File: src/rtl/uart_tx_buffered_pkg.sv
// Shared definitions for the buffered UART transmitter (and the future rx path):
// parity codes, FSM state encoding and frame-length helper.
package uart_tx_buffered_pkg;

  localparam int unsigned PARITY_NONE = 0;
  localparam int unsigned PARITY_ODD  = 1;
  localparam int unsigned PARITY_EVEN = 2;

  localparam int unsigned OVERSAMPLE = 16;
  localparam int unsigned SUB_W      = 4;
  localparam int unsigned BIT_CNT_W  = 3;

  typedef enum logic [2:0] {
    ST_IDLE   = 3'd0,
    ST_START  = 3'd1,
    ST_DATA   = 3'd2,
    ST_PARITY = 3'd3,
    ST_STOP   = 3'd4
  } tx_state_e;

  // Bit periods in one frame: start + data + optional parity + stop.
  function automatic int unsigned frame_bits(input int unsigned data_bits,
                                             input int unsigned parity,
                                             input int unsigned stop_bits);
    return 1 + data_bits + ((parity != PARITY_NONE) ? 1 : 0) + stop_bits;
  endfunction

endpackage

File: src/rtl/uart_tx_buffered_if.sv
// Valid/ready byte write port of the buffered UART transmitter.
interface uart_tx_buffered_if #(
  parameter int unsigned DATA_BITS = 8
);
  logic [DATA_BITS-1:0] wr_data;
  logic                 wr_valid;
  logic                 wr_ready;

  modport master (output wr_data, output wr_valid, input wr_ready);
  modport slave  (input wr_data, input wr_valid, output wr_ready);
endinterface

File: src/rtl/uart_tx_buffered_sync_fifo.sv
// Single-clock first-word-fall-through FIFO with level counter; a push is refused
// whenever the FIFO is full, even if a pop happens on the same cycle.
module uart_tx_buffered_sync_fifo #(
  parameter int unsigned WIDTH = 8,
  parameter int unsigned DEPTH = 16
) (
  input  logic                   clk,
  input  logic                   reset,
  input  logic                   push,
  input  logic                   pop,
  input  logic [WIDTH-1:0]       wr_data,
  output logic [WIDTH-1:0]       rd_data,
  output logic                   full,
  output logic                   empty,
  output logic [$clog2(DEPTH):0] level
);

  localparam int unsigned AW = $clog2(DEPTH);
  localparam int unsigned LW = AW + 1;

  logic [WIDTH-1:0] mem [DEPTH];
  logic [AW-1:0]    wr_ptr;
  logic [AW-1:0]    rd_ptr;
  logic             push_ok;
  logic             pop_ok;

  assign full    = (level == LW'(DEPTH));
  assign empty   = (level == '0);
  assign push_ok = push & ~full;
  assign pop_ok  = pop & ~empty;
  assign rd_data = mem[rd_ptr];

  // Storage is not reset; only the pointers and level define validity.
  always_ff @(posedge clk) begin
    if (push_ok) begin
      mem[wr_ptr] <= wr_data;
    end
  end

  always_ff @(posedge clk) begin
    if (reset) begin
      wr_ptr <= '0;
      rd_ptr <= '0;
      level  <= '0;
    end else begin
      if (push_ok) begin
        wr_ptr <= wr_ptr + AW'(1);
      end
      if (pop_ok) begin
        rd_ptr <= rd_ptr + AW'(1);
      end
      case ({push_ok, pop_ok})
        2'b10:   level <= level + LW'(1);
        2'b01:   level <= level - LW'(1);
        default: level <= level;
      endcase
    end
  end

endmodule

File: src/rtl/uart_tx_buffered.sv
// FIFO-buffered UART transmitter: 16x baud divider, configurable data/parity/stop
// format, back-to-back frames with no idle gap while the FIFO holds data.
module uart_tx_buffered
  import uart_tx_buffered_pkg::*;
#(
  parameter int unsigned CLK_DIV    = 27,
  parameter int unsigned DATA_BITS  = 8,
  parameter int unsigned PARITY     = 0,
  parameter int unsigned STOP_BITS  = 1,
  parameter int unsigned FIFO_DEPTH = 16
) (
  input  logic                        clk,
  input  logic                        reset,
  uart_tx_buffered_if.slave           wr,
  output logic                        tx,
  output logic                        busy,
  output logic [$clog2(FIFO_DEPTH):0] fifo_level
);

  localparam int unsigned TICK_W = (CLK_DIV > 1) ? $clog2(CLK_DIV) : 1;

  tx_state_e              state_q, state_d;
  logic [TICK_W-1:0]      tick_q, tick_d;
  logic [SUB_W-1:0]       sub_q, sub_d;
  logic [BIT_CNT_W-1:0]   bit_q, bit_d;
  logic [DATA_BITS-1:0]   shift_q, shift_d;
  logic                   par_q, par_d;
  logic                   tx_d;

  logic                   tick;
  logic                   bit_end;
  logic                   fifo_pop;
  logic                   fifo_full;
  logic                   fifo_empty;
  logic [DATA_BITS-1:0]   fifo_rd_data;

  uart_tx_buffered_sync_fifo #(
    .WIDTH (DATA_BITS),
    .DEPTH (FIFO_DEPTH)
  ) u_fifo (
    .clk     (clk),
    .reset   (reset),
    .push    (wr.wr_valid),
    .pop     (fifo_pop),
    .wr_data (wr.wr_data),
    .rd_data (fifo_rd_data),
    .full    (fifo_full),
    .empty   (fifo_empty),
    .level   (fifo_level)
  );

  assign wr.wr_ready = ~fifo_full;
  assign busy        = (state_q != ST_IDLE) | (fifo_level != '0);

  assign tick    = (tick_q == TICK_W'(CLK_DIV - 1));
  assign bit_end = tick & (sub_q == SUB_W'(OVERSAMPLE - 1));

  // Next-state, counters, shift/parity datapath and line level.
  always_comb begin
    state_d  = state_q;
    tick_d   = tick_q;
    sub_d    = sub_q;
    bit_d    = bit_q;
    shift_d  = shift_q;
    par_d    = par_q;
    fifo_pop = 1'b0;
    tx_d     = 1'b1;

    if (state_q != ST_IDLE) begin
      tick_d = tick ? '0 : tick_q + TICK_W'(1);
      if (tick) begin
        sub_d = sub_q + SUB_W'(1);
      end
    end

    case (state_q)
      ST_IDLE: begin
        tx_d   = 1'b1;
        tick_d = '0;
        sub_d  = '0;
        if (!fifo_empty) begin
          fifo_pop = 1'b1;
          shift_d  = fifo_rd_data;
          par_d    = 1'(PARITY == PARITY_ODD);
          bit_d    = '0;
          state_d  = ST_START;
        end
      end
      ST_START: begin
        tx_d = 1'b0;
        if (bit_end) begin
          bit_d   = '0;
          state_d = ST_DATA;
        end
      end
      ST_DATA: begin
        tx_d = shift_q[0];
        if (bit_end) begin
          shift_d = shift_q >> 1;
          par_d   = par_q ^ shift_q[0];
          if (bit_q == BIT_CNT_W'(DATA_BITS - 1)) begin
            bit_d   = '0;
            state_d = (PARITY != PARITY_NONE) ? ST_PARITY : ST_STOP;
          end else begin
            bit_d = bit_q + BIT_CNT_W'(1);
          end
        end
      end
      ST_PARITY: begin
        tx_d = par_q;
        if (bit_end) begin
          bit_d   = '0;
          state_d = ST_STOP;
        end
      end
      ST_STOP: begin
        tx_d = 1'b1;
        if (bit_end) begin
          if (bit_q == BIT_CNT_W'(STOP_BITS - 1)) begin
            bit_d = '0;
            // Chain straight into the next start bit when data is waiting.
            if (!fifo_empty) begin
              fifo_pop = 1'b1;
              shift_d  = fifo_rd_data;
              par_d    = 1'(PARITY == PARITY_ODD);
              state_d  = ST_START;
            end else begin
              state_d = ST_IDLE;
            end
          end else begin
            bit_d = bit_q + BIT_CNT_W'(1);
          end
        end
      end
      default: begin
        state_d = ST_IDLE;
      end
    endcase
  end

  always_ff @(posedge clk) begin
    if (reset) begin
      state_q <= ST_IDLE;
      tick_q  <= '0;
      sub_q   <= '0;
      bit_q   <= '0;
      shift_q <= '0;
      par_q   <= 1'b0;
      tx      <= 1'b1;
    end else begin
      state_q <= state_d;
      tick_q  <= tick_d;
      sub_q   <= sub_d;
      bit_q   <= bit_d;
      shift_q <= shift_d;
      par_q   <= par_d;
      tx      <= tx_d;
    end
  end

endmodule

File: src/flat_wrapper.sv
// flat-port wrapper written by rule: the top's interface ports become plain ports
module uart_tx_buffered_flat import uart_tx_buffered_pkg::*;
#(
  parameter int unsigned CLK_DIV    = 27,
  parameter int unsigned DATA_BITS  = 8,
  parameter int unsigned PARITY     = 0,
  parameter int unsigned STOP_BITS  = 1,
  parameter int unsigned FIFO_DEPTH = 16
)
  (clk, reset, tx, busy, fifo_level, wr_wr_data, wr_wr_valid, wr_wr_ready);
  uart_tx_buffered_if #(.DATA_BITS(DATA_BITS)) wr_i ();
  input  logic clk;
  input  logic reset;
  output logic tx;
  output logic busy;
  output logic [$clog2(FIFO_DEPTH):0] fifo_level;
  input wire logic [$bits(wr_i.wr_data)-1:0] wr_wr_data;
  input wire logic [$bits(wr_i.wr_valid)-1:0] wr_wr_valid;
  output wire logic [$bits(wr_i.wr_ready)-1:0] wr_wr_ready;
  assign wr_i.wr_data = wr_wr_data;
  assign wr_i.wr_valid = wr_wr_valid;
  assign wr_wr_ready = wr_i.wr_ready;
  uart_tx_buffered #(.CLK_DIV(CLK_DIV), .DATA_BITS(DATA_BITS), .PARITY(PARITY), .STOP_BITS(STOP_BITS), .FIFO_DEPTH(FIFO_DEPTH)) u_core (.clk(clk), .reset(reset), .wr(wr_i), .tx(tx), .busy(busy), .fifo_level(fifo_level));
endmodule
File: config.mk
export PLATFORM = sky130hd
export DESIGN_NAME = uart_tx_buffered_flat
export DESIGN_NICKNAME = d
export VERILOG_FILES = /design/src/rtl/uart_tx_buffered_pkg.sv /design/src/rtl/uart_tx_buffered_if.sv /design/src/rtl/uart_tx_buffered_sync_fifo.sv /design/src/rtl/uart_tx_buffered.sv /design/src/flat_wrapper.sv
export SDC_FILE = /design/constraint.sdc
export NUM_CORES = 1
export LEC_CHECK = 0
export ABC_AREA = 1
export CAP_MARGIN = 25
export CORE_MARGIN = 2
export CORE_UTILIZATION = 55
export DETAILED_ROUTE_END_ITERATION = 7
export GPL_TIMING_DRIVEN = 0
export PLACE_DENSITY = 0.75
export SKIP_CTS_REPAIR_TIMING = 1
export SYNTH_ARGS = -nofsm -noshare
export SYNTH_HDL_FRONTEND = slang
export SYNTH_HIERARCHICAL = 1
export SYNTH_SLANG_ARGS = --single-unit
File: constraint.sdc
create_clock -name clk -period 2.4 [get_ports clk]
set_input_delay 0.48 -clock clk [delete_from_list [all_inputs] [get_ports clk]]
set_output_delay 0.48 -clock clk [all_outputs]
set_load 0.005 [all_outputs]
==> results.yml <==
outcome:
  outcome: "complete, no violations"
finish:
  instances_no_fill: 927
  layout_commonest_cell: "edfxtp_1"
  drive_gt1_share_pct: 13.58
  fillerInstances: 988
  regArea_mm2: 0.004692
  stdcell_area_mm2: 0.008662
  layout_common_cells: "128 x edfxtp_1, 83 x inv_1, 75 x nand2_1"
  syn_to_final_growth_pct: 15.15
  multiInputGateArea_mm2: 0.002425
  antenna_cells: 0
  nNetsFinal: 763
synthesis:
  synth.distinct_cells: 39
  syn_area_mm2: 0.007522
  ys.warnings.count: 6
  synth-seq-cells: 170
  synth_nets: 717
  synth_cells: 692
  synth_edf_count: 128
  ys_seq_area_share_pct: 62.28
  async_flop_share_pct: 0
  synth-main-ff-cell: "edfxtp_1"
  avgSynthCellArea_um2: 10.87
timing:
  clock.fmax_ghz: 0.4190
  final.min_clock_period_ps: 2386
  fin_crit_sh_pct: 99.43
  clock_skew_ps: 10.89
  setup_viol: 0
  drv_slew: 0
  setup_tns_ps: 0
  finalHoldViolCount: 0
  rsz0062_at_grt: "true"
  tightest_slew_ps: 839.9
  relSlewSlack_pct: 43.80
  hold_slack_ps: 435.2
critical_path:
  worstPathCellList: "inv_2 -> ha_4 -> nand2_4 -> nor2_4 -> nand2_4 -> nor2_1 -> nand3_1 -> nand2_2 -> nand2_4 -> inv_8 -> ha_4 -> xor2_2 -> ha_2 -> inv_2 -> nand2_4 -> nand2_4 -> nand3_2 -> nand2_1 -> nor2_1 -> nor2_1"
  reg2reg_slack_ps: 10
  arrival_ps: 2710
  end_kind: "flip-flop"
  cp_max_fo: 6
  cp_common_cell: "nand2_4"
  rr_endpoint: "u_core/u_fifo/level[4]"
  rr_startpoint: "u_core/tick_q[0]"
  startpoint: "u_core/tick_q[0]"
  cp_top_family: "simple AND/OR/NAND/NOR gates"
  worst_setup_path_start_kind: "flip-flop"
  worst-path-buf-inv: 3
  cpMaxStageDelayCell: "dfxtp_2"
  path_depth: 20
  setup.worst_path.end: "u_core/u_fifo/level[4]"
  rr_worst_depth: 20
  cp_data_required_time_ps: 2720
  cpPeakStageDelay_ps: 340
  timing_worst_setup_path_type: "flip-flop to flip-flop"
route:
  drtIter0Drc: 461
  final_antenna_net_count: 0
  via_per_inst: 5.782
  drc: 0
  dr_total_vias: 5360
  drtPass1Iterations: 5
  wirelength_mm: 17.24
  wire_per_inst_um: 18.60
min_path:
  hp-class: "flip-flop to flip-flop"
  min_from: "u_core/tick_q[0]"
global_routing:
  grt_max_degree: 18
  overflow: 0
  grt_usage_pct: 24.47
  grt_pass1_vias: 5146
  grt_pass1_wl_mm: 26.45
  antenna_found_initial: 0
die:
  die_x_um: 120.9
  start_util_pct: 56.58
  die_h_um: 120.9
  core_area_mm2: 0.01330
  io_pins: 19
  die_area_mm2: 0.01463
  rows: 42
power_and_ir_drop:
  total_power_mw: 9.532
  vdd_ir_drop_max_uv: 770.8
  power_density_mw_per_mm2: 1100
  power_leakage_nw: 3.275
placement:
  place_congestion: 0.9026
  numPlacedInstances: 886
  port_buffers: 18
  dpl-instance-area_mm2: 0.007923
  dp_hpwl_mm: 11.63
cts:
  cts_tree: "done"
  numCtsBuffers: 17
  htree_levels: 4
  path_clk_slew_ps: 70
  clock_path_buffers: 2
  numClockSinks: 170
  clock_latency_ps: 430
  root_buffer: "clkbuf_16"
flow_run:
  maxCapViolCount: 0
[layout make-up]
type / count / share of cell area (%)
multi-input cells: 405 / 27.99
repair buffers: 27 / 2.860
plain buffers: 26 / 1.661
clock inverters: 15 / 1.834
well taps: 176 / 2.542
inverters: 91 / 4.030
flip-flops and latches: 170 / 54.17
clock buffers: 17 / 4.911
[layer usage]
metal,global-route usage [%],routed length (um),vias up,share of wire [%]
li1,-,-,2486,-
met1,32.95,7262,2664,42
met2,39.12,8604,188,50
met3,5.122,1109,22,6.4
met4,9.448,265,0,1.5
met5,0,0,-,0
[report_power, final]
group / internal [mW] / switching (mW) / leakage (nW) / total [mW]
Clock: 1.47 / 1.22 / 0.279 / 2.70
Sequential: 3.39 / 0.174 / 1.50 / 3.56
Combinational: 1.21 / 2.07 / 1.49 / 3.27
[worst min path at each step]
| stage | cells after the start | end | slack, ps |
|---|---|---|---|
| 2_1_floorplan | 1 | u_core/tick_q[0] | 430 |
| 3_3_place_gp | 1 | u_core/tick_q[0] | 450 |
| 3_5_place_dp | 1 | u_core/tick_q[0] | 450 |
| 4_1_cts | 1 | u_core/tick_q[0] | 470 |
| 5_1_grt | 1 | u_core/tick_q[0] | 460 |
| 6_report | 1 | u_core/tick_q[0] | 440 |
[state kept, by name, indices dropped and copies added, names as in the netlist, named ones only]
name and count:
u_core/u_fifo/rd_ptr 4, u_core/state_q 3, u_core/u_fifo/mem 128, u_core/sub_q 4
u_core/tx 1, u_core/shift_q 8, u_core/u_fifo/wr_ptr 4, u_core/par_q 1
u_core/tick_q 5, u_core/bit_q 3, u_core/u_fifo/level 5
[per-stage QoR]
step	setup WS, ps	utilization [%]
6_report	13.57	65.15
5_1_grt	-148.5	65.15
4_1_cts	-323.0	63.98
3_5_place_dp	-297.1	59.59
3_3_place_gp	-127.4	59.59
2_1_floorplan	55.72	-
[logic make-up (layout without fill, tap and decap cells)]
group | Yosys count | in the layout | share of synthesized area [%]
buf+inv | 117 | 176 | 6.520
xor+xnor | 6 | 6 | 0.7984
flops | 170 | 170 | 62.28
fa+ha+maj | 14 | 14 | 2.329
simple gates | 208 | 208 | 12.91
compound gates | 145 | 145 | 10.91
mux | 32 | 32 | 4.258
[cell usage after synthesis (3+ instances only)]
master    number  area share, %
nor3_1         6           0.40
mux2i_1       32            4.3
inv_2          4           0.20
o211ai_1      32            3.2
dfxtp_1       42             11
clkbuf_1      12           0.60
ha_1          14            2.3
nand2_2       10           0.83
nand3_1       26            1.7
nor2_1        66            3.3
edfxtp_1     128             51
nand4_1        5           0.42
nand2_4        4           0.60
nand2_1       77            3.8
buf_6          4           0.60
nand3_2        3           0.40
xor2_1         4           0.47
a21oi_1       49            3.3
o21ai_0       56            3.7
buf_2          7           0.47
nor2_2         3           0.25
inv_1         86            4.3
o21ai_1        3           0.20
[worst reg2reg max path, stage by stage (launching register included)]
cell and delay (ps):
dfxtp_2 340, inv_2 60, ha_4 130, nand2_4 50, nor2_4 150, nand2_4 80, nor2_1 100, nand3_1 90
nand2_2 100, nand2_4 70, inv_8 70, ha_4 170, xor2_2 210, ha_2 220, inv_2 50, nand2_4 70
nand2_4 60, nand3_2 60, nand2_1 50, nor2_1 100, nor2_1 50
No activity file was read; power rests on OpenSTA's default activity.
